==> src/rtl/fpaddsub_align_sched.sv <==
// Alignment-shift scheduler for the FP add/sub datapath.
// One right-shifter is shared round-robin between requesters A and B. The smaller-operand
// mantissa (hidden bit prepended) is shifted right by at most STEP bits per cycle, and the
// result is returned with a requester tag over a valid/ready handshake.
// Optional: define FPADDSUB_ALIGN_STICKY_EN to build the sticky-bit accumulator; without it
// out_sticky is tied low.
module fpaddsub_align_sched #(
  parameter int unsigned MANT_W  = 23,
  parameter int unsigned SHIFT_W = 5,
  parameter int unsigned STEP    = 8
) (
  input  logic                clk,
  input  logic                rst,
  input  logic                a_valid,
  output logic                a_ready,
  input  logic [MANT_W-1:0]   a_mant,
  input  logic [SHIFT_W-1:0]  a_shift,
  input  logic                b_valid,
  output logic                b_ready,
  input  logic [MANT_W-1:0]   b_mant,
  input  logic [SHIFT_W-1:0]  b_shift,
  output logic                out_valid,
  input  logic                out_ready,
  output logic [MANT_W:0]     out_mant,
  output logic                out_sticky,
  output logic                out_tag
);

  localparam int unsigned W = MANT_W + 1;
  localparam logic [SHIFT_W-1:0] STEP_N = SHIFT_W'(STEP);

  typedef enum logic [1:0] {StIdle, StShift, StDone} state_t;

  state_t             state;
  logic [W-1:0]       mant_r;
  logic [SHIFT_W-1:0] rem;
  logic               tag_r;
  logic               last_grant;  // 0 = A, 1 = B
  logic               out_valid_r;

  logic               idle;
  logic               acc;
  logic               sel_b;
  logic [MANT_W-1:0]  sel_mant;
  logic [SHIFT_W-1:0] sel_shift;
  logic               sel_zero;
  logic               sel_sat;
  logic [SHIFT_W-1:0] n;
  logic [W-1:0]       shifted;

  // Round-robin grant; readies stay low while reset is asserted.
  always_comb begin
    idle    = rst && (state == StIdle);
    a_ready = idle && a_valid && (!b_valid || last_grant);
    b_ready = idle && b_valid && (!a_valid || !last_grant);
  end

  // Operand select and per-cycle shift amount.
  always_comb begin
    acc       = a_ready || b_ready;
    sel_b     = b_ready;
    sel_mant  = sel_b ? b_mant : a_mant;
    sel_shift = sel_b ? b_shift : a_shift;
    sel_zero  = (sel_shift == '0);
    sel_sat   = (32'(sel_shift) >= W);
    n         = (32'(rem) > STEP) ? STEP_N : rem;
    shifted   = mant_r >> n;
  end

  // Control FSM and datapath registers.
  always_ff @(posedge clk or negedge rst) begin
    if (!rst) begin
      state       <= StIdle;
      mant_r      <= '0;
      rem         <= '0;
      tag_r       <= 1'b0;
      last_grant  <= 1'b1;
      out_valid_r <= 1'b0;
    end else begin
      unique case (state)
        StIdle: begin
          if (acc) begin
            tag_r      <= sel_b;
            last_grant <= sel_b;
            rem        <= sel_shift;
            if (sel_zero) begin
              mant_r      <= {1'b1, sel_mant};
              state       <= StDone;
              out_valid_r <= 1'b1;
            end else if (sel_sat) begin
              // Everything shifts out: finish in one cycle with a zero mantissa.
              mant_r      <= '0;
              rem         <= '0;
              state       <= StDone;
              out_valid_r <= 1'b1;
            end else begin
              mant_r <= {1'b1, sel_mant};
              state  <= StShift;
            end
          end
        end
        StShift: begin
          mant_r <= shifted;
          rem    <= rem - n;
          if (rem == n) begin
            state       <= StDone;
            out_valid_r <= 1'b1;
          end
        end
        StDone: begin
          if (out_ready) begin
            state       <= StIdle;
            out_valid_r <= 1'b0;
          end
        end
        default: begin
          state       <= StIdle;
          out_valid_r <= 1'b0;
        end
      endcase
    end
  end

`ifdef FPADDSUB_ALIGN_STICKY_EN
  logic sticky_r;
  logic lost;

  // Bits that fall off the bottom during this cycle's shift.
  always_comb begin
    lost = |(mant_r & ~({W{1'b1}} << n));
  end

  // Sticky accumulator: cleared on accept (set on saturation), OR-ed during shifts.
  always_ff @(posedge clk or negedge rst) begin
    if (!rst) begin
      sticky_r <= 1'b0;
    end else if (acc) begin
      sticky_r <= sel_sat;
    end else if (state == StShift) begin
      sticky_r <= sticky_r | lost;
    end
  end

  assign out_sticky = sticky_r;
`else
  assign out_sticky = 1'b0;
`endif

  assign out_valid = out_valid_r;
  assign out_mant  = mant_r;
  assign out_tag   = tag_r;

endmodule

==> config.mk <==
export PLATFORM = sky130hd
export DESIGN_NAME = fpaddsub_align_sched
export DESIGN_NICKNAME = d
export VERILOG_FILES = /design/src/rtl/fpaddsub_align_sched.sv
export SDC_FILE = /design/constraint.sdc
export NUM_CORES = 1
export LEC_CHECK = 0
export BUFFER_PORTS_ARGS = -buffer_cell sky130_fd_sc_hd__buf_4
export CORE_ASPECT_RATIO = 1.25
export CORE_MARGIN = 2
export CORE_UTILIZATION = 54
export CTS_BUF_LIST = sky130_fd_sc_hd__clkbuf_4
export DETAILED_ROUTE_END_ITERATION = 10
export PLACE_DENSITY = 0.84
export SLEW_MARGIN = 15
export SYNTH_ARGS = -nofsm -noshare
export SYNTH_HDL_FRONTEND = slang
export SYNTH_SLANG_ARGS = --single-unit
==> constraint.sdc <==
create_clock -name clk -period 2.39 [get_ports clk]
set_input_delay 0 -clock clk [delete_from_list [all_inputs] [get_ports clk]]
set_output_delay 0 -clock clk [all_outputs]
set_load 0.02 [all_outputs]
# Yosys cells after proc, flatten, opt, wreduce, memory -nomap -nowiden
# Index checks and enable logic that the tools add are counted.
# word_totals
register_bits	34
inputBits	61
out_inout_bits	29
elab_cells	58
# classes
n_addsub	1
n_lt_le_gt_ge	2
eq_ne	7
shifts	1
muxes	23
n_reduce_logical	18
# ops
op	n
24-bit 2-to-1 mux	3
24-bit one-hot mux with 2 select lines	1
5-bit 2-to-1 mux	5
24-bit by 5-bit >> shifter with 24-bit output	1
23-bit 2-to-1 mux	1
2-bit 2-to-1 mux	5
5-bit one-hot mux with 2 select lines	1
2-bit != test (second input constant)	3
2-bit one-hot mux with 3 select lines	1
5-bit == test	1
5-bit >= comparator (second input constant)	1
5-bit by 4-bit > comparator with 1-bit output (second input constant)	1
1-bit logical AND	5
5-bit logical NOT	1
1-bit 2-to-1 mux	5
5-bit subtractor	1
2-bit AND reduction	2
4-bit AND reduction	1
1-bit logical NOT	3
1-bit logical OR	3
3-bit != test (second input constant)	1
1-bit one-hot mux with 3 select lines	1
3-bit AND reduction	1
2-bit by 1-bit == test with 1-bit output (second input constant)	1
other kinds (3)	3

# Longest topological paths before layout
# Gate-level depths: netlist of run 1.
# logic_depth
depth_word	10
mapped_depth	10

# Worst setup path after synthesis of run 1
# No wires, ideal clock.
# synth_path
path_type	reg2reg
start	register rem[4]
end	register mant_r[11], in the netlist out_mant[11]
setup_ns	0.126
arrival_time_ns	1.795
required_time_ns	2.264
slack_ns	0.469
path_stages_with_launch	7
n_path_buf	1
period_less_slack_ns	1.921
path_cell_list	dfrtp_1 > buf_6 > or4b_4 > a21oi_2 > a21oi_1 > mux2_2 > a221o_1
# synth_between
elab_chain_len	4
# synth_rtl
element	line	source
from (decl)	36	logic [SHIFT_W-1:0] rem;
from (signal assigned)	85	rem <= sel_shift;
from (signal assigned)	104	rem <= rem - n;
5-bit by 4-bit > comparator with 1-bit output	66	n = (32'(rem) > STEP) ? STEP_N : rem;
5-bit 2-to-1 mux (*)	66	
24-bit by 5-bit >> shifter with 24-bit output (*)	67	shifted = mant_r >> n;
24-bit one-hot mux with 2 select lines (*)	80	unique case (state)
to (signal assigned)	87	mant_r <= {1'b1, sel_mant};
to (signal assigned)	97	mant_r <= {1'b1, sel_mant};
to (signal assigned)	103	mant_r <= shifted;
to (decl)	35	logic [W-1:0] mant_r;
# Every way passes the cells marked *; elsewhere a longest branch is shown, timed or not.
# A chain may end at the register's enable or synchronous reset.

# Worst setup path in the final report of run 1
# layout_path
start	register rem[3]
end	register mant_r[11], in the netlist out_mant[11]
# Same word-level chain as after synthesis.

==> results of run 1 <==
layout make-up:
type | count | share of cell area (%)
clock buffer | 6 | 1.093
tap | 66 | 2.004
clock inverter | 2 | 0.2125
multi-input combinational | 328 | 50.39
sequential | 34 | 20.67
inverter | 8 | 0.7286
timing repair buffer | 130 | 24.89
path summary, 6_finish.rpt:
kind	from	to	slack, ns	depth (start not counted)
setup / recovery	rem[3]	out_mant[11]	0.25	5
hold / removal	a_mant[1]	out_mant[1]	0.002	4
setup reg to reg	rem[3]	out_mant[11]	0.25	5
hold reg to reg	last_grant	last_grant	0.48	2
max in group asynchronous	rst	out_tag	1.75	3
min in group asynchronous	rst	last_grant	0.13	2
kinds of logic after synthesis:
group                      count (synthesis)
AOI/OAI and AO/OA                        144
adders and majority gates                  2
buffers and inverters                     46
DFF                                       34
muxes                                     19
other                                      2
and+or+nand+nor                          160
stage by stage:
stage	utilization (%)	area, µm²	std cells
4_1_cts	72.28	4121	574
3_5_place_dp	69.59	3968	556
3_3_place_gp	69.59	3968	556
5_1_grt	72.28	4121	574
2_1_floorplan	-	3128	408
6_report	72.28	4121	574
power groups by stage:
stage / logic, mW / clock network, mW / registers, mW
2_1_floorplan: 2.42 / 0 / 1.43
3_3_place_gp: 3.88 / 0 / 1.43
3_5_place_dp: 3.94 / 0 / 1.43
4_1_cts: 3.96 / 0.336 / 1.42
5_1_grt: 4.36 / 0.371 / 1.48
6_report: 4.05 / 0.338 / 1.45
flip-flops by register name (all words and copies together) (netlist names):
name / count
out_mant: 24
out_tag: 1
state: 2
last_grant: 1
out_valid: 1
rem: 5
worst register-to-register path: cells and delay by family, from the launching register on:
kind | cells | cell delay (ns)
mux | 1 | 0.27
simple gates | 1 | 0.61
compound gates | 3 | 0.54
flops | 1 | 0.62
layer usage:
layer | share of wire [%] | vias up
li1 | - | 1744
met1 | 36 | 1835
met2 | 49 | 331
met3 | 12 | 46
met4 | 3.4 | 2
met5 | 0.10 | -
cells in the mapped netlist (6+ instances only):
| cell | count | area share (%) |
|---|---|---|
| nand3_1 | 38 | 6.1 |
| nor2_1 | 38 | 4.6 |
| a21oi_1 | 33 | 5.3 |
| dfrtp_1 | 33 | 26 |
| nand2_1 | 30 | 3.6 |
| o21ai_0 | 22 | 3.5 |
| clkbuf_1 | 17 | 2.0 |
| and3_1 | 14 | 2.8 |
| buf_2 | 12 | 1.9 |
| mux2i_1 | 11 | 3.5 |
| a22oi_1 | 10 | 2.4 |
| a31oi_1 | 10 | 2.0 |
| nor3_1 | 9 | 1.4 |
| nor2b_1 | 8 | 1.6 |
| buf_1 | 7 | 0.84 |
| inv_1 | 7 | 0.84 |
| a21o_1 | 6 | 1.4 |
==> flow_summary_export.csv, run 1 <==
group,metric,value,unit
timing,fin_crit,2.144,ns
timing,post-route-period-util,89.69,%
critical_path,startpoint_type,"flop",
clocking,clockBufferDepth,2,
floorplan,ios,90,
critical_path,slowest_stage,"dfrtp_1",
synthesis,syn_area,3124,µm²
timing,rsz0062_at_grt,"false",
critical_path,max_stage_delay,0.62,ns
power,pwr-share-seq,24.9,%
run,cap_violations,0,
clocking,clk_pin_slew,0.12,ns
timing,finalHoldViolations,0,
floorplan,start_util,54.79,%
power,finalPower,5.837,mW
drt,drt_iter0_drc,475,
drt,ant_nets,0,
timing,hold_ws,0.001636,ns
cells_and_area,final_cell_mix,"118 x buf_4, 38 x nand3_1, 38 x nor2_1",
synthesis,post_synth_mux_area_share,7.489,%
timing,setup_slack,0.2463,ns
drt,dr.pass1.iters,5,
clocking,ctsHoldBuffers,10,
synthesis,synthAdderAreaFrac,0.8010,%
synthesis,synth-compound-area-share,32.04,%
floorplan,die_y,89.04,µm
clocking,cts_setup_buffers,0,
grt,grt_pass1_vias,3613,
timing,slew_headroom,59.71,%
placement,gp_congestion,0.9328,
drt,routed_via_density,6.895,
grt,grt_usage,40.11,%
timing,max_freq,466.5,MHz
clocking,cts_root_buf,"clkbuf_4",
timing,setup_viol_count_final,0,
run_status,status,"finished, final reports clean",
synthesis,synthArstFlopShare,100.0,%
critical_path,cp_cell_sequence,"or4b_4 > a21oi_2 > a21oi_1 > mux2_2 > a221o_1",
placement,io_buffers,88,
clocking,clock_latency,0.36,ns
synthesis,synthSimpleGateAreaFrac,25.79,%
clocking,cts_inserted_buffers,5,
grt,grt-busiest-layer,"met2",
timing,setup_tns,0,ns
cells_and_area,seq_area,852.1,µm²
critical_path,worst-setup-path-type,"reg -> reg",
synthesis,synth.distinct_cells,62,
floorplan,rows,31,
grt,grt_util_met1,52.50,%
grt,use_met2,65.82,%
drt,wl_per_cell,21.63,µm
synthesis,ys_seq_area_share,27.27,%
clocking,cts_max_level,2,
cells_and_area,antenna_cells,0,
min_path,hp-class,"in -> reg",
synthesis,synth_top_family_by_area,"compound AO/OA/AOI/OAI gates",
drt,vias,3958,
clocking,cts_tree,"yes",
cells_and_area,final_layout_size_suffix_gt1_share,29.53,%
grt,grt_max_degree,33,
timing,fin_skew,0.01415,ns
synthesis,synth_edf_count,0,
power,clock_power_share,5.8,%
cells_and_area,multi_input_area,2077,µm²
power,netSwitchingFraction,52.62,%
synthesis,yosysWarnings,0,
cells_and_area,fillers,465,
grt,met3_usage,7.892,%
power,p_sw,3.071,mW
synthesis,ys_ff_latch,34,
drt,drc_errors,0,
critical_path,path_buf_inv,0,
placement,dpl_worst_slack,0.2850,ns
cells_and_area,final_common_cell,"buf_4",
clocking,numClockSinks,34,
floorplan,core_region_area,5702,µm²
power,power.internal,2.766,mW
critical_path,cp-end-kind,"flop",
cells_and_area,nNetsFinal,570,
power,leakagePower,1.843,nW
critical_path,cp_top_family,"flip-flops",
floorplan,dieArea,6414,µm²
timing,slew_violations,0,
synthesis,synth.avg_cell_area,7.676,µm²
critical_path,cp_data_arrival_time,2.40,ns
synthesis,netlist_instances,407,
synthesis,synth_flop_cell,"dfrtp_1",
power,share_comb_of_total_power,69.3,%
placement,dp_hpwl,9.234,mm
grt,grt_overflow,0,
synthesis,synth-xor-area-share,0,%
power,peakVddDrop,0.7818,mV
power,power_density,1416,nW/µm²
timing,worst_pin_slew,0.6044,ns
cells_and_area,area_growth,31.92,%
drt,wl,12.42,mm
grt,grt_first_pass_wirelength,19.61,mm
floorplan,die_x,72.04,µm
grt,antenna_found_initial,1,
critical_path,cp_max_fo,20,
clocking,cts_resized,0,
critical_path,crit_required,2.64,ns
Note: power is estimated with default switching activity, not from simulation.
==> inputs of run 2 (changes only) <==
--- a/config.mk
+++ b/config.mk
@@ -6,12 +6,15 @@
 export NUM_CORES = 1
 export LEC_CHECK = 0
 export BUFFER_PORTS_ARGS = -buffer_cell sky130_fd_sc_hd__buf_4
+export CELL_PAD_IN_SITES_DETAIL_PLACEMENT = 1
+export CELL_PAD_IN_SITES_GLOBAL_PLACEMENT = 2
 export CORE_ASPECT_RATIO = 1.25
 export CORE_MARGIN = 2
-export CORE_UTILIZATION = 54
+export CORE_UTILIZATION = 30
 export CTS_BUF_LIST = sky130_fd_sc_hd__clkbuf_4
 export DETAILED_ROUTE_END_ITERATION = 10
-export PLACE_DENSITY = 0.84
+export PLACE_DENSITY = 0.83
+export RECOVER_POWER = 50
 export SLEW_MARGIN = 15
 export SYNTH_ARGS = -nofsm -noshare
 export SYNTH_HDL_FRONTEND = slang
==> run 2 against run 1 <==
Compared with the run above: register-to-register slack about the same; hold slack improved by 0.022 ns; combinational power hardly changed; die area increased by 75%; highest routed layer is now met4.
==> flow_summary_export.csv, run 2 (synthesis results as in run 1) <==
group,metric,value,unit
timing,fin_crit,2.158,ns
power,peakVddDrop,0.3479,mV
drt,dr.pass1.iters,5,
grt,antenna_found_initial,1,
timing,setup_viol_count_final,0,
critical_path,cp_max_fo,20,
cells_and_area,nNetsFinal,571,
drt,drt_iter0_drc,299,
timing,setup_slack,0.2321,ns
floorplan,dieArea,11250,µm²
critical_path,worst-setup-path-type,"in -> reg",
grt,grt_usage,25.49,%
timing,slew_violations,0,
cells_and_area,multi_input_area,2077,µm²
min_path,whs_endpoint,"out_mant[10]",
floorplan,start_util,30.91,%
drt,vias,3863,
timing,post-route-period-util,90.29,%
critical_path,crit_top_cell,"o21ai_0",
timing,setup_tns,0,ns
critical_path,r2r_cells,5,
timing,fin_skew,0.01219,ns
placement,gp_congestion,0.8594,
critical_path,startpoint_type,"primary input",
placement,io_buffers,88,
timing,hold_ws,0.02348,ns
critical_path,reg2reg_slack,0.24,ns
placement,dpl_worst_slack,0.2822,ns
critical_path,r2r-start,"rem[3]",
cells_and_area,final_layout_size_suffix_gt1_share,26.33,%
floorplan,die_x,95.28,µm
critical_path,cp_cell_sequence,"dlygate4sd3_1 > buf_4 > o21ai_0 > a21o_1 > a21oi_1 > o21ai_0 > o22a_1",
grt,grt_util_met1,35.49,%
cells_and_area,area_growth,33.12,%
clocking,cts_tree,"yes",
floorplan,ios,90,
clocking,clock_latency,0.37,ns
cells_and_area,final_common_cell,"buf_4",
drt,wl,13.97,mm
critical_path,max_stage_delay,0.55,ns
critical_path,crit_required,2.65,ns
grt,use_met2,39.57,%
critical_path,worstReg2RegEnd,"out_mant[11]",
drt,wl_per_cell,21.85,µm
cells_and_area,final_cell_mix,"102 x buf_4, 38 x nand3_1, 38 x nor2_1",
grt,grt_first_pass_wirelength,22.14,mm
placement,dp_hpwl,10.43,mm
timing,finalHoldViolations,0,
timing,max_freq,463.4,MHz
run,cap_violations,0,
timing,rsz0062_at_grt,"false",
min_path,hold_start,"a_mant[10]",
floorplan,core_region_area,10110,µm²
clocking,cts_inserted_buffers,5,
grt,grt_max_degree,35,
power,leakagePower,1.795,nW
clocking,cts_root_buf,"clkbuf_4",
drt,drc_errors,0,
cells_and_area,largest_reg_flops,24,
power,finalPower,5.780,mW
clocking,clockBufferDepth,2,
grt,grt_overflow,0,
floorplan,rows,41,
drt,ant_nets,0,
timing,slew_headroom,29.57,%
floorplan,die_y,118.1,µm
min_path,hp-class,"in -> reg",
grt,grt-busiest-layer,"met2",
cells_and_area,seq_area,852.1,µm²
grt,grt_pass1_vias,4018,
clocking,clk_pin_slew,0.12,ns
clocking,numClockSinks,34,
grt,met3_usage,3.649,%
timing,worst_pin_slew,1.056,ns
critical_path,cp-end-kind,"flop",
clocking,cts_max_level,2,
critical_path,slowest_stage,"a21oi_1",
min_path,whs_path_depth,4,
critical_path,cp_data_arrival_time,2.42,ns
drt,routed_via_density,6.045,
cells_and_area,fillers,1257,
run_status,status,"finished, final reports clean",
power,power_density,1390,nW/µm²
[run 2: changes by cell type in the layout (fill, tap and decap cells not counted)]
cell / previous run / this run
buf_4: 118 / 102
clkbuf_1: 0 / 15
diode_2: 0 / 1
dlygate4sd3_1: 10 / 12
[run 2: routing by layer]
| metal | wire, µm | part of all wire (%) |
|---|---|---|
| met1 | 6012 | 43 |
| met2 | 6598 | 47 |
| met3 | 975 | 7.0 |
| met4 | 378 | 2.7 |
| met5 | 0 | 0 |
[run 2: cell type report]
class                           count  area share [%]
Antenna cell                        1         0.06017
Clock buffer                        6           1.083
Clock inverter                      2          0.2106
Tap cell                          129           3.881
Multi-Input combinational cell    328           49.94
Timing Repair Buffer              131           23.62
Sequential cell                    34           20.49
Inverter                            8          0.7220
[run 2: worst max path at each step]
stage | startpoint | end | slack (ns) | cells after the start
after global routing | rst | out_mant[0] | 0.11 | 7
after detailed placement | rem[3] | out_mant[11] | 0.28 | 5
final | rst | out_mant[0] | 0.23 | 7
after global placement | rem[3] | out_mant[11] | 0.35 | 5
after floorplan | rem[4] | out_mant[11] | 0.47 | 6
after CTS | rem[3] | out_mant[11] | 0.26 | 5
[run 2: report_power, final]
group | leakage, nW | internal [mW] | total, mW | switching (mW)
clock | 0.0331 | 0.122 | 0.350 | 0.228
combinational | 1.35 | 1.67 | 4.02 | 2.35
sequential | 0.407 | 0.863 | 1.41 | 0.548
[run 2: metrics by stage]
step	area, µm²	instances	util [%]
after CTS	4213	638	41.69
after global routing	4159	639	41.15
after detailed placement	4039	618	39.97
final	4159	639	41.15
after global placement	4039	618	39.97
after floorplan	3128	408	-
[run 2: critical path, delay by kind of cell]
kind | cells | cell delay (ns)
buffers and inverters | 2 | 0.85
AO/OA/AOI/OAI | 5 | 1.57
[run 2: timing repair]
item	in CTS	in global routing
hold buffers	12	0
gates resized for setup	0	0
endpoints found under the hold margin	42	0
setup buffers	0	0
